**src/rtl/lsu_pkg.sv**
```systemverilog
// Shared definitions for the load/store unit: access sizes, FSM states and
// the request legality check applied when a request is accepted.
package lsu_pkg;

  localparam logic [1:0] SZ_BYTE = 2'b00;
  localparam logic [1:0] SZ_HALF = 2'b01;
  localparam logic [1:0] SZ_WORD = 2'b10;

  typedef enum logic [2:0] {
    IDLE,
    RD_ISSUE,
    RD_DATA,
    WRITE,
    RESP
  } lsu_state_t;

  // High when the request is misaligned, outside the RAM, or of illegal size.
  function automatic logic lsu_req_error(input logic [1:0]  size,
                                         input logic [31:0] addr,
                                         input int unsigned addr_width);
    logic range_err;
    range_err = (addr >> (addr_width + 2)) != 32'd0;
    case (size)
      SZ_BYTE: return range_err;
      SZ_HALF: return range_err | addr[0];
      SZ_WORD: return range_err | (addr[1:0] != 2'b00);
      default: return 1'b1;
    endcase
  endfunction

endpackage

```
**src/rtl/lsu_if.sv**
```systemverilog
// Request/response channel between the MEM stage (master) and the LSU (slave).
interface lsu_if;
  logic        req_valid;
  logic        req_ready;
  logic        req_write;
  logic [1:0]  req_size;
  logic        req_unsigned;
  logic [31:0] req_addr;
  logic [31:0] req_wdata;
  logic        resp_valid;
  logic [31:0] resp_rdata;
  logic        resp_error;

  modport master (
    output req_valid, req_write, req_size, req_unsigned, req_addr, req_wdata,
    input  req_ready, resp_valid, resp_rdata, resp_error
  );

  modport slave (
    input  req_valid, req_write, req_size, req_unsigned, req_addr, req_wdata,
    output req_ready, resp_valid, resp_rdata, resp_error
  );
endinterface

```
**src/rtl/lsu_lane_mux.sv**
```systemverilog
// Byte-lane steering: extracts and extends load data from a RAM word, and
// merges sub-word store data into the old word for read-modify-write.
module lsu_lane_mux
  import lsu_pkg::*;
(
  input  logic [1:0]  size,
  input  logic [1:0]  offset,
  input  logic        is_unsigned,
  input  logic [31:0] old_word,
  input  logic [31:0] new_data,
  output logic [31:0] load_data,
  output logic [31:0] store_word
);

  logic [7:0]  lane_byte;
  logic [15:0] lane_half;
  logic        sign_fill;

  always_comb begin
    lane_byte = old_word[{offset, 3'b000} +: 8];
    lane_half = old_word[{offset[1], 4'b0000} +: 16];
    sign_fill = 1'b0;
    load_data = old_word;
    case (size)
      SZ_BYTE: begin
        sign_fill = ~is_unsigned & lane_byte[7];
        load_data = {{24{sign_fill}}, lane_byte};
      end
      SZ_HALF: begin
        sign_fill = ~is_unsigned & lane_half[15];
        load_data = {{16{sign_fill}}, lane_half};
      end
      default: load_data = old_word;
    endcase
  end

  always_comb begin
    store_word = old_word;
    case (size)
      SZ_BYTE: store_word[{offset, 3'b000} +: 8]    = new_data[7:0];
      SZ_HALF: store_word[{offset[1], 4'b0000} +: 16] = new_data[15:0];
      default: store_word = new_data;
    endcase
  end

endmodule

```
**src/rtl/load_store_unit.sv**
```systemverilog
// Data-memory initiator: one load/store in flight, sub-word stores done as
// read-modify-write against a word-wide synchronous RAM.
//
// state    | meaning
// IDLE     | ready for a request
// RD_ISSUE | RAM read address presented
// RD_DATA  | mem_q valid; load result or merged store word registered
// WRITE    | mem_we high for one cycle
// RESP     | resp_valid pulse
module load_store_unit
  import lsu_pkg::*;
#(
  parameter int unsigned DATA_WIDTH = 32,
  parameter int unsigned ADDR_WIDTH = 15
) (
  input  logic                  clock,
  input  logic                  reset,
  lsu_if.slave                  bus,
  output logic [ADDR_WIDTH-1:0] mem_read_addr,
  output logic [ADDR_WIDTH-1:0] mem_write_addr,
  output logic [DATA_WIDTH-1:0] mem_data,
  output logic                  mem_we,
  input  logic [DATA_WIDTH-1:0] mem_q
);

  lsu_state_t state, next_state;

  logic                  accept;
  logic                  req_err;
  logic                  write_q;
  logic [1:0]            size_q;
  logic                  unsigned_q;
  logic [1:0]            offset_q;
  logic [ADDR_WIDTH-1:0] addr_q;
  logic [DATA_WIDTH-1:0] data_q;
  logic [31:0]           rdata_q;
  logic                  error_q;
  logic                  mem_we_q;
  logic [31:0]           load_data;
  logic [31:0]           store_word;

  lsu_lane_mux u_lane_mux (
    .size        (size_q),
    .offset      (offset_q),
    .is_unsigned (unsigned_q),
    .old_word    (mem_q),
    .new_data    (data_q),
    .load_data   (load_data),
    .store_word  (store_word)
  );

  always_ff @(posedge clock or posedge reset) begin
    if (reset) state <= IDLE;
    else       state <= next_state;
  end

  always_comb begin
    next_state = state;
    accept     = 1'b0;
    req_err    = lsu_req_error(bus.req_size, bus.req_addr, ADDR_WIDTH);
    case (state)
      IDLE: begin
        if (bus.req_valid) begin
          accept = 1'b1;
          if (req_err)
            next_state = RESP;
          else if (bus.req_write && bus.req_size == SZ_WORD)
            next_state = WRITE;
          else
            next_state = RD_ISSUE;
        end
      end
      RD_ISSUE: next_state = RD_DATA;
      RD_DATA:  next_state = write_q ? WRITE : RESP;
      WRITE:    next_state = RESP;
      RESP:     next_state = IDLE;
      default:  next_state = IDLE;
    endcase
  end

  always_ff @(posedge clock or posedge reset) begin
    if (reset) begin
      write_q    <= 1'b0;
      size_q     <= SZ_BYTE;
      unsigned_q <= 1'b0;
      offset_q   <= 2'b00;
      addr_q     <= '0;
      data_q     <= '0;
      rdata_q    <= '0;
      error_q    <= 1'b0;
      mem_we_q   <= 1'b0;
    end else begin
      mem_we_q <= (next_state == WRITE);
      if (accept) begin
        write_q    <= bus.req_write;
        size_q     <= bus.req_size;
        unsigned_q <= bus.req_unsigned;
        offset_q   <= bus.req_addr[1:0];
        error_q    <= req_err;
        rdata_q    <= '0;
        // Rejected requests leave the RAM-facing registers untouched.
        if (!req_err) begin
          addr_q <= bus.req_addr[ADDR_WIDTH+1:2];
          data_q <= bus.req_wdata;
        end
      end
      if (state == RD_DATA) begin
        if (write_q) data_q  <= store_word;
        else         rdata_q <= load_data;
      end
    end
  end

  assign bus.req_ready  = (state == IDLE);
  assign bus.resp_valid = (state == RESP);
  assign bus.resp_rdata = rdata_q;
  assign bus.resp_error = error_q;

  assign mem_read_addr  = addr_q;
  assign mem_write_addr = addr_q;
  assign mem_data       = data_q;
  assign mem_we         = mem_we_q;

endmodule

```
**src/flat_wrapper.sv**
```systemverilog
// flat-port wrapper written by rule: the top's interface ports become plain ports
module load_store_unit_flat import lsu_pkg::*;
#(
  parameter int unsigned DATA_WIDTH = 32,
  parameter int unsigned ADDR_WIDTH = 15
)
  (clock, reset, mem_read_addr, mem_write_addr, mem_data, mem_we, mem_q, bus_req_valid, bus_req_write, bus_req_size, bus_req_unsigned, bus_req_addr, bus_req_wdata, bus_req_ready, bus_resp_valid, bus_resp_rdata, bus_resp_error);
  lsu_if bus_i ();
  input  logic clock;
  input  logic reset;
  output logic [ADDR_WIDTH-1:0] mem_read_addr;
  output logic [ADDR_WIDTH-1:0] mem_write_addr;
  output logic [DATA_WIDTH-1:0] mem_data;
  output logic mem_we;
  input  logic [DATA_WIDTH-1:0] mem_q;
  input wire logic [$bits(bus_i.req_valid)-1:0] bus_req_valid;
  input wire logic [$bits(bus_i.req_write)-1:0] bus_req_write;
  input wire logic [$bits(bus_i.req_size)-1:0] bus_req_size;
  input wire logic [$bits(bus_i.req_unsigned)-1:0] bus_req_unsigned;
  input wire logic [$bits(bus_i.req_addr)-1:0] bus_req_addr;
  input wire logic [$bits(bus_i.req_wdata)-1:0] bus_req_wdata;
  output wire logic [$bits(bus_i.req_ready)-1:0] bus_req_ready;
  output wire logic [$bits(bus_i.resp_valid)-1:0] bus_resp_valid;
  output wire logic [$bits(bus_i.resp_rdata)-1:0] bus_resp_rdata;
  output wire logic [$bits(bus_i.resp_error)-1:0] bus_resp_error;
  assign bus_i.req_valid = bus_req_valid;
  assign bus_i.req_write = bus_req_write;
  assign bus_i.req_size = bus_req_size;
  assign bus_i.req_unsigned = bus_req_unsigned;
  assign bus_i.req_addr = bus_req_addr;
  assign bus_i.req_wdata = bus_req_wdata;
  assign bus_req_ready = bus_i.req_ready;
  assign bus_resp_valid = bus_i.resp_valid;
  assign bus_resp_rdata = bus_i.resp_rdata;
  assign bus_resp_error = bus_i.resp_error;
  load_store_unit #(.DATA_WIDTH(DATA_WIDTH), .ADDR_WIDTH(ADDR_WIDTH)) u_core (.clock(clock), .reset(reset), .bus(bus_i), .mem_read_addr(mem_read_addr), .mem_write_addr(mem_write_addr), .mem_data(mem_data), .mem_we(mem_we), .mem_q(mem_q));
endmodule
```
**config.mk**
```make
export PLATFORM = sky130hd
export DESIGN_NAME = load_store_unit_flat
export DESIGN_NICKNAME = d
export VERILOG_FILES = /design/src/rtl/lsu_pkg.sv /design/src/rtl/lsu_if.sv /design/src/rtl/lsu_lane_mux.sv /design/src/rtl/load_store_unit.sv /design/src/flat_wrapper.sv
export SDC_FILE = /design/constraint.sdc
export NUM_CORES = 1
export LEC_CHECK = 0
export ABC_AREA = 1
export CORE_ASPECT_RATIO = 1.75
export CORE_UTILIZATION = 46
export CTS_BUF_LIST = sky130_fd_sc_hd__clkbuf_4 sky130_fd_sc_hd__clkbuf_8 sky130_fd_sc_hd__clkbuf_16
export DETAILED_ROUTE_END_ITERATION = 16
export HOLD_SLACK_MARGIN = 0.08
export PLACE_DENSITY = 0.81
export SLEW_MARGIN = 15
export SYNTH_ARGS = -nofsm -noshare
export SYNTH_HDL_FRONTEND = slang
export SYNTH_SLANG_ARGS = --single-unit
```
**constraint.sdc**
```tcl
create_clock -name clock -period 3.9 [get_ports clock]
set_input_delay 0.78 -clock clock [delete_from_list [all_inputs] [get_ports clock]]
set_output_delay 0.78 -clock clock [all_outputs]
set_load 0.01 [all_outputs]
```
==> results.yml <==
synth:
  synth_seq_area_share: 0.392
  synthArstFlopShare: 1.00
  syn-num-nets: 877
  netlist_instances: 766
  syn_area_um2: 5750
  syn_area_per_cell_um2: 7.50
  synth_edf_count: 0
  yosysUniqueCellTypes: 40
  ys_ff_latch: 90
  yosys_warnings: 0
  synthFlopType: "dfrtp_1"
pwr:
  powerDensity_nw_per_um2: 688
  p_leak_nw: 3.66
  ir_worst_vdd_mv: 0.457
clocking:
  numCtsBuffers: 9
  cts_setup_buffers: 0
  clock_sinks: 90
  path_clk_slew_ns: 0.07
  clk_latency_ns: 0.35
  cts-root-buf: "clkbuf_16"
  h-tree-depth: 3
  cts_tree: "built"
  ctsHoldBuffers: 0
  cts.path.max_buffers: 2
  cts_resized: 0
critical_path:
  crit_path_end_kind: "flop"
  required_ns: 4.13
  slowest_stage: "clkdlybuf4s50_1"
  cp_max_fo: 28
  crit_arrival_ns: 2.95
  cp_cell_sequence: "clkdlybuf4s50_1 > inv_1 > ha_1 > or2_2 > nand2_1 > nand3_4 > nand2_8 > nand2_4 > nand2_1 > nand3_1"
  critical_path_buf_inv_count: 2
  start_kind: "primary input"
  cpMostUsedCell: "nand2_1"
  slowest_delay_ns: 0.53
  critical_path_class: "in2reg"
  cp_top_family: "simple AND/OR/NAND/NOR gates"
final_layout:
  nets: 1032
  syn2layout_area_growth_pct: 38.1
  drive_gt1_frac: 0.0680
floorplanning:
  core_um2: 12100
  ios: 201
  die_y_um: 150
  dieArea_um2: 13000
  dieWidth_um: 86.5
  rows: 53
  initial_utilization: 0.476
sta:
  maxSlewHeadroom: 0.320
  min_period_over_period: 0.698
  timing.final.ws_setup_ns: 1.18
  fmax_mhz: 368
  rsz0062_at_grt: "false"
  hold_violations: 0
  min_period_ns: 2.72
  tightest_slew_ns: 1.02
  final.setup.tns_ns: 0
  finalMaxSlewViolations: 0
  finalSetupViolCount: 0
  clock_skew_ns: 0.0105
detailed_routing:
  totalWireLength_um: 18400
  drc: 0
  avgViaCountPerCell: 5.53
  vias: 6035
  drt_iter0_drc: 540
  firstDrtPassIters: 6
  drt-wirelength-per-cell_um: 16.8
  antenna_left: 0
grt:
  grt_max_degree: 91
  antenna_found_initial: 1
  grt_util_all_layers: 0.289
  grt_pass1_vias: 5633
  grt_remaining_overflow: 0
  grt_pass1_wl_um: 28800
place:
  gp_congestion: 0.917
  dp_slack_ns: 0.820
  place_hpwl_um: 13600
  io_buffers: 200
run_status:
  run_status: "finished clean"
min_path:
  hp-class: "reg2reg"
job:
  cap_violations: 0
[through the flow]
stage          cell area [µm²]   util  std cells  hold slack, ns  power, mW
2_1_floorplan             5750      -        766           0.506       3.41
4_1_cts                   7930  0.657       1091           0.494       5.45
5_1_grt                   7930  0.657       1092           0.504       5.80
6_report                  7930  0.657       1092           0.487       5.46
3_3_place_gp              7640  0.633       1075           0.471       4.53
3_5_place_dp              7640  0.633       1075           0.478       4.57
[worst reg2reg max path, stage by stage (launching register included)]
cell and delay (ns):
dfrtp_1 0.69, inv_6 0.18, nand2_4 0.39, inv_4 0.22, nor2_2 0.31, o22ai_1 0.12
a22oi_1 0.19, o21ai_0 0.12
[registers in the layout, summed over array words and instances (netlist names)]
register / flops
u_core.state: 3
u_core.mem_we: 1
u_core.offset_q: 2
u_core.bus.resp_error: 1
u_core.unsigned_q: 1
u_core.bus.resp_rdata: 32
u_core.size_q: 2
u_core.write_q: 1
u_core.mem_data: 32
u_core.mem_read_addr: 15
[area by class of cell]
class                      count  area, µm²
inverter                      72        279
antenna                        1       2.50
timing repair buffer         205       2050
fill                        1050       4140
multi-input combinational    543       2850
clock buffer                   9        225
sequential                    90       2250
tap                          165        206
clock inverter                 7       68.8
[metal layers]
metal  vias to the layer above  wire length (µm)  global-route usage
met1                      2795              6860               0.336
met4                         0              1020               0.173
met5                         -                 0                   0
met3                        64              1170              0.0331
met2                       307              9320               0.504
li1                       2869                 -                   -
[worst paths after layout]
check                               startpoint                 endpoint  slack, ns  cells past startpoint
max in group asynchronous                reset      u_core.mem_data[13]       2.67                      3
min in group asynchronous                reset  u_core.mem_read_addr[3]       0.85                      3
setup reg to reg              u_core.size_q[1]      u_core.mem_data[11]       1.56                      7
setup / recovery               bus_req_size[1]      u_core.mem_data[18]       1.18                     10
hold reg to reg            u_core.mem_data[27]      u_core.mem_data[27]       0.49                      2
hold / removal             u_core.mem_data[27]      u_core.mem_data[27]       0.49                      2
[report_power, final]
group / leakage, nW / internal [mW] / switching, mW
Clock: 0.146 / 0.451 / 0.404
Sequential: 1.17 / 1.29 / 0.323
Combinational: 2.35 / 1.33 / 1.65
[logic make-up (layout without fill, tap and decap cells)]
family / after synthesis / after routing / share of synthesized area
compound gates: 208 / 208 / 0.225
fa+ha+maj: 8 / 8 / 0.0174
buf+inv: 133 / 293 / 0.113
flops: 90 / 90 / 0.392
other cells: 0 / 1 / 0
simple gates: 327 / 327 / 0.253
[cell usage in the layout (no fill, tap or decap), types with 3 or more instances in the layout]
cell type,netlist,layout
a21oi_1,38,38
o211ai_2,8,8
a22oi_1,14,14
inv_2,4,4
nor3_1,5,5
or2_2,8,8
buf_4,21,4
inv_8,0,3
a21boi_0,5,5
clkdlybuf4s50_1,0,200
nand4_1,6,6
clkinv_4,0,3
a32oi_1,4,4
o22ai_1,20,20
nor2_2,4,4
inv_1,64,63
clkbuf_16,0,9
nand2_4,4,4
o32ai_1,4,4
nand3_1,48,48
ha_1,8,8
o21ai_0,68,68
o21ai_1,18,18
nor2_1,41,41
o211ai_1,21,21
a211oi_1,4,4
nand2_1,204,204
dfrtp_1,90,90
[cell usage after synthesis (5+ instances only)]
cell	n	area, µm²
nand2_1	204	766
dfrtp_1	90	2250
o21ai_0	68	340
inv_1	64	240
nand3_1	48	240
nor2_1	41	154
a21oi_1	38	190
buf_4	21	158
o211ai_1	21	158
o22ai_1	20	125
buf_2	19	95.1
o21ai_1	18	90.1
clkbuf_1	15	56.3
a22oi_1	14	105
ha_1	8	100
o211ai_2	8	100
or2_2	8	50.1
nand4_1	6	37.5
a21boi_0	5	37.5
buf_6	5	56.3
nor3_1	5	25.0
Note: power is estimated with default switching activity, not from simulation.
